`src/rtl/controller_pkg.sv`:
```
// Shared types and index widths for the file-processing controller
// and the datapath it sequences.
package controller_pkg;

   localparam int FILE_W = 10;
   localparam int LINE_W = 6;

   typedef enum logic [2:0] {
      S_IDLE,
      S_READ,
      S_LOAD,
      S_WRITE,
      S_DONE
   } state_t;

endpackage

```
`src/rtl/controller_if.sv`:
```
// Control bundle between the controller (master) and the
// datapath/run requester (slave).
interface controller_if;
   import controller_pkg::*;

   logic              start;
   logic              read_file;
   logic              write_reg;
   logic              write_file;
   logic [FILE_W-1:0] file_index;
   logic [LINE_W-1:0] line_index;
   logic              busy;
   logic              done;

   modport master (
      input  start,
      output read_file,
      output write_reg,
      output write_file,
      output file_index,
      output line_index,
      output busy,
      output done
   );

   modport slave (
      output start,
      input  read_file,
      input  write_reg,
      input  write_file,
      input  file_index,
      input  line_index,
      input  busy,
      input  done
   );

endinterface

```
`src/rtl/controller_wrap_counter.sv`:
```
// Modulo counter with synchronous clear; last flags the top value.
module wrap_counter #(
   parameter int W   = 6,
   parameter int MOD = 64
) (
   input  logic         clk,
   input  logic         rst,
   input  logic         clr,
   input  logic         inc,
   output logic [W-1:0] count,
   output logic         last
);

   localparam logic [W-1:0] MAXV = W'(MOD - 1);

   assign last = (count == MAXV);

   // clear wins over increment so a run always restarts at zero
   always_ff @(posedge clk or posedge rst) begin
      if (rst) begin
         count <= '0;
      end else if (clr) begin
         count <= '0;
      end else if (inc) begin
         count <= last ? '0 : count + 1'b1;
      end
   end

endmodule

```
`src/rtl/controller.sv`:
```
// Sequencing FSM: read, load and write back every line of every
// file, then pulse done. Owns only the indices and strobes.
module controller
   import controller_pkg::*;
#(
   parameter int NUM_FILES = 1024,
   parameter int NUM_LINES = 64
) (
   input logic          clk,
   input logic          rst,
   controller_if.master bus
);

   state_t state;
   state_t state_next;

   logic              line_last;
   logic              file_last;
   logic              run_clr;
   logic              line_inc;
   logic              file_inc;
   logic [FILE_W-1:0] file_count;
   logic [LINE_W-1:0] line_count;

   // counters clear on run start and on the final write
   assign run_clr  = (state == S_IDLE && bus.start) ||
                     (state == S_WRITE && line_last && file_last);
   assign line_inc = (state == S_WRITE);
   assign file_inc = line_inc && line_last;

   wrap_counter #(
      .W   (LINE_W),
      .MOD (NUM_LINES)
   ) u_line (
      .clk   (clk),
      .rst   (rst),
      .clr   (run_clr),
      .inc   (line_inc),
      .count (line_count),
      .last  (line_last)
   );

   wrap_counter #(
      .W   (FILE_W),
      .MOD (NUM_FILES)
   ) u_file (
      .clk   (clk),
      .rst   (rst),
      .clr   (run_clr),
      .inc   (file_inc),
      .count (file_count),
      .last  (file_last)
   );

   always_ff @(posedge clk or posedge rst) begin
      if (rst) begin
         state <= S_IDLE;
      end else begin
         state <= state_next;
      end
   end

   always_comb begin
      state_next = state;
      unique case (state)
         S_IDLE:  if (bus.start) state_next = S_READ;
         S_READ:  state_next = S_LOAD;
         S_LOAD:  state_next = S_WRITE;
         S_WRITE: begin
            if (line_last && file_last) begin
               state_next = S_DONE;
            end else begin
               state_next = S_READ;
            end
         end
         S_DONE:  state_next = S_IDLE;
         default: state_next = S_IDLE;
      endcase
   end

   assign bus.read_file  = (state == S_READ);
   assign bus.write_reg  = (state == S_LOAD);
   assign bus.write_file = (state == S_WRITE);
   assign bus.done       = (state == S_DONE);
   assign bus.busy       = (state == S_READ) ||
                           (state == S_LOAD) ||
                           (state == S_WRITE);
   assign bus.file_index = file_count;
   assign bus.line_index = line_count;

endmodule

```
`src/flat_wrapper.sv`:
```
// flat-port wrapper written by rule: the top's interface ports become plain ports
module controller_flat import controller_pkg::*;
#(
   parameter int NUM_FILES = 1024,
   parameter int NUM_LINES = 64
)
  (clk, rst, bus_start, bus_read_file, bus_write_reg, bus_write_file, bus_file_index, bus_line_index, bus_busy, bus_done);
  controller_if bus_i ();
  input logic clk;
  input logic rst;
  input wire logic [$bits(bus_i.start)-1:0] bus_start;
  output wire logic [$bits(bus_i.read_file)-1:0] bus_read_file;
  output wire logic [$bits(bus_i.write_reg)-1:0] bus_write_reg;
  output wire logic [$bits(bus_i.write_file)-1:0] bus_write_file;
  output wire logic [$bits(bus_i.file_index)-1:0] bus_file_index;
  output wire logic [$bits(bus_i.line_index)-1:0] bus_line_index;
  output wire logic [$bits(bus_i.busy)-1:0] bus_busy;
  output wire logic [$bits(bus_i.done)-1:0] bus_done;
  assign bus_i.start = bus_start;
  assign bus_read_file = bus_i.read_file;
  assign bus_write_reg = bus_i.write_reg;
  assign bus_write_file = bus_i.write_file;
  assign bus_file_index = bus_i.file_index;
  assign bus_line_index = bus_i.line_index;
  assign bus_busy = bus_i.busy;
  assign bus_done = bus_i.done;
  controller #(.NUM_FILES(NUM_FILES), .NUM_LINES(NUM_LINES)) u_core (.clk(clk), .rst(rst), .bus(bus_i));
endmodule
```
`config.mk`:
```
export PLATFORM = sky130hd
export DESIGN_NAME = controller_flat
export DESIGN_NICKNAME = d
export VERILOG_FILES = /design/src/rtl/controller_pkg.sv /design/src/rtl/controller_if.sv /design/src/rtl/controller_wrap_counter.sv /design/src/rtl/controller.sv /design/src/flat_wrapper.sv
export SDC_FILE = /design/constraint.sdc
export NUM_CORES = 1
export LEC_CHECK = 0
export BUFFER_PORTS_ARGS = -buffer_cell sky130_fd_sc_hd__clkbuf_2
export CAP_MARGIN = 20
export CELL_PAD_IN_SITES_DETAIL_PLACEMENT = 1
export CELL_PAD_IN_SITES_GLOBAL_PLACEMENT = 2
export CORE_ASPECT_RATIO = 2
export CORE_UTILIZATION = 36
export CTS_BUF_LIST = sky130_fd_sc_hd__clkbuf_8
export DETAILED_ROUTE_END_ITERATION = 16
export PLACE_DENSITY_LB_ADDON = 0.1
export SLEW_MARGIN = 20
export SYNTH_ARGS = -nofsm -noshare
export SYNTH_HDL_FRONTEND = slang
export SYNTH_HIERARCHICAL = 1
export SYNTH_SLANG_ARGS = --single-unit
```
`constraint.sdc`:
```
create_clock -name clk -period 4.8 [get_ports clk]
set_input_delay 0.96 -clock clk [delete_from_list [all_inputs] [get_ports clk]]
set_output_delay 0.96 -clock clk [all_outputs]
set_load 0.03 [all_outputs]
```
==> flow_metrics.py <==
metrics = {
    "run_status": {
        "status": "completed",
    },
    "power_and_ir_drop": {
        "p_leak_nw": 0.603,
        "ir_worst_vdd_mv": 0.130,
        "finalPower_mw": 0.277,
        "power_density_nw_per_um2": 224,
    },
    "clocking": {
        "clk-insertion-delay-late_ns": 0.26,
        "cts_sinks": 19,
        "htree_levels": 1,
        "post_cts_buffers": 0,
        "cts_resized": 0,
        "path_clk_slew_ns": 0.07,
        "cts_buffers": 3,
        "cts_buffer_depth": 2,
        "clock-root-buffer": "clkbuf_8",
        "cts_tree": "done",
        "hold_buffers": 0,
    },
    "yosys": {
        "ys_seq_area_frac": 0.446,
        "syn_inst": 113,
        "ys_ff_latch": 19,
        "synth_nets": 118,
        "avgSynthCellArea_um2": 9.43,
        "netlist_area_um2": 1070,
        "yosysUniqueCellTypes": 32,
        "yosysWarnings": 6,
    },
    "critical_path": {
        "rr_worst_depth": 10,
        "timing.rr.end": "u_core/u_file/count[7]",
        "startpoint": "u_core/u_line/count[0]",
        "crit_path_end_kind": "flip-flop",
        "cp-endpoint": "u_core/u_file/count[7]",
        "critPathMaxStageDelay_ns": 0.51,
        "reg2reg_slack_ns": 2.16,
        "critPathSlowestCell": "dfrtp_1",
        "arrival_ns": 2.82,
        "cp.depth": 10,
        "cp-start-kind": "flip-flop",
        "path_buf_inv": 1,
        "worstSetupPathType": "reg -> reg",
        "worstPathMaxFanout": 16,
        "crit_chain": "ha_1 > nand3_1 > nor2_1 > nand4_1 > a21oi_1 > buf_4 > o2111a_2 > nand2_2 > or3_1 > a31oi_1",
        "critical_path.top_delay_family": "simple AND/OR/NAND/NOR gates",
        "critPathRequiredTime_ns": 4.98,
        "worst_r2r_startpoint": "u_core/u_line/count[0]",
    },
    "final_layout": {
        "final_nets": 143,
        "n_fill_cell": 343,
        "fin_area_um2": 1230,
        "mostFrequentLayoutCell": "clkbuf_2",
        "layout_common_cells": "clkbuf_2 (23), dfrtp_1 (19), nor2_1 (13)",
        "multiInputGateArea_um2": 538,
        "regArea_um2": 475,
        "area_delta_synth_final_pct": 15.7,
        "antenna_cells": 0,
        "drive_above_1_share": 0.248,
    },
    "floorplan": {
        "dieArea_um2": 3200,
        "die-height_um": 79.0,
        "start_util": 0.385,
        "die_width_um": 40.5,
        "fp-row-count": 27,
        "num_io_pins": 24,
        "fp.coreArea_um2": 2770,
    },
    "route": {
        "via_count": 898,
        "wirelength_um": 2670,
        "drt-vias-per-instance": 5.41,
        "dr.pass1.iters": 4,
        "avgRoutedWirePerCell_um": 16.1,
        "initialDrtViolationCount": 20,
        "ant_nets": 0,
        "drc_errors": 0,
    },
    "sta": {
        "finalHoldViolations": 0,
        "setup_viol": 0,
        "fmax_ghz": 0.379,
        "fin_worst_skew_ns": 0.00343,
        "slew_headroom": 0.722,
        "tns_ns": 0,
        "worst_slack_ns": 2.16,
        "hold_ws_ns": 0.565,
        "fin_crit_sh": 0.550,
        "rsz0062_at_grt": "no",
        "period_needed_ns": 2.64,
        "tightest_slew_ns": 0.417,
        "drv_slew": 0,
    },
    "grt": {
        "grt_pass1_vias": 900,
        "grt_antenna_before_repair": 0,
        "overflow": 0,
        "grt_max_degree": 17,
        "grt_pass1_wl_um": 4170,
        "grt_use_total": 0.189,
    },
    "place": {
        "hpwl_um": 2000,
        "dp_worst_setup_slack_ns": 2.11,
        "place_area_um2": 1190,
        "routabilityCongestion": 0.646,
        "io_buffers": 23,
    },
    "min_path": {
        "worstHoldPathType": "in -> async",
    },
    "run": {
        "cap_violations": 0,
    },
}
-- cells by family after synthesis --
family / Yosys count / synth area share
and+or+nand+nor: 54 / 0.275
AOI/OAI and AO/OA: 19 / 0.113
DFF: 19 / 0.446
xor gates and xnor gates: 9 / 0.0739
buffers and inverters: 8 / 0.0493
muxes: 2 / 0.0200
adders and majority gates: 2 / 0.0235
-- worst register-to-register path, delay by kind of cell, from the launching register on --
| family | cells | cell delay [ns] |
|---|---|---|
| flops | 1 | 0.51 |
| fa+ha+maj | 1 | 0.28 |
| simple gates | 5 | 0.92 |
| buf+inv | 1 | 0.24 |
| compound gates | 3 | 0.60 |
-- Yosys cell counts --
cell type / number / share of area
o211ai_1: 1 / 0.0070
and3_1: 3 / 0.018
a31oi_1: 1 / 0.0059
a21oi_1: 10 / 0.047
xnor2_1: 3 / 0.025
a41o_2: 1 / 0.011
or3b_1: 1 / 0.0082
nand3b_1: 1 / 0.0070
buf_4: 2 / 0.014
and4_1: 1 / 0.0082
dfrtp_1: 19 / 0.45
nand3_1: 8 / 0.038
nand2b_1: 3 / 0.018
or3_1: 3 / 0.018
o21bai_1: 1 / 0.0070
nor2b_1: 1 / 0.0059
nand4_1: 6 / 0.035
and3b_2: 1 / 0.0094
nand2_1: 6 / 0.021
xor2_1: 6 / 0.049
mux2i_1: 1 / 0.0094
ha_1: 2 / 0.023
and2_1: 4 / 0.023
nor2_1: 13 / 0.046
inv_1: 4 / 0.014
a21bo_2: 1 / 0.0094
o21ai_0: 3 / 0.014
o2111a_2: 1 / 0.012
buf_6: 2 / 0.021
nor3b_1: 2 / 0.014
mux2_2: 1 / 0.011
nand2_2: 1 / 0.0059
-- registers in the layout, summed over array words and instances (netlist names) --
signal,flops
u_core/state,3
u_core/u_file/count,10
u_core/u_line/count,6
-- routing by layer --
metal  global-route usage  vias up  wire length (µm)
li1                     -      443                 -
met3               0.0251        2                65
met1                0.194      438               971
met5                    0        -                 0
met2                0.344       15              1600
met4               0.0800        0                27
-- cell type report --
class	count	area share
clock buffer	3	0.0335
clock inverter	1	0.00406
inverter	4	0.0122
multi-input combinational	86	0.436
sequential	19	0.385
tap	29	0.0294
timing repair buffer	24	0.0994
-- worst min path at each step --
| stage | end | slack [ns] | cells past startpoint |
|---|---|---|---|
| floorplan | u_core/state[0] | 0.50 | 1 |
| global placement | u_core/state[1] | 0.56 | 1 |
| detailed placement | u_core/u_file/count[6] | 0.57 | 2 |
| CTS | u_core/state[2] | 0.56 | 2 |
| global route | u_core/state[1] | 0.57 | 2 |
| finish | u_core/state[1] | 0.56 | 2 |
-- metrics by stage --
step                      utilization  std cells
final                           0.445        166
after global routing            0.445        166
after CTS                       0.445        166
after detailed placement        0.429        162
after global placement          0.429        162
after floorplan                     -        113
-- report_power, final --
| group | total [mW] | internal (mW) | switching (mW) |
|---|---|---|---|
| clock | 0.112 | 0.0577 | 0.0546 |
| sequential | 0.160 | 0.160 | 0 |
| combinational | 0.00456 | 0.000834 | 0.00373 |
Power figures use the tool's default switching activity.
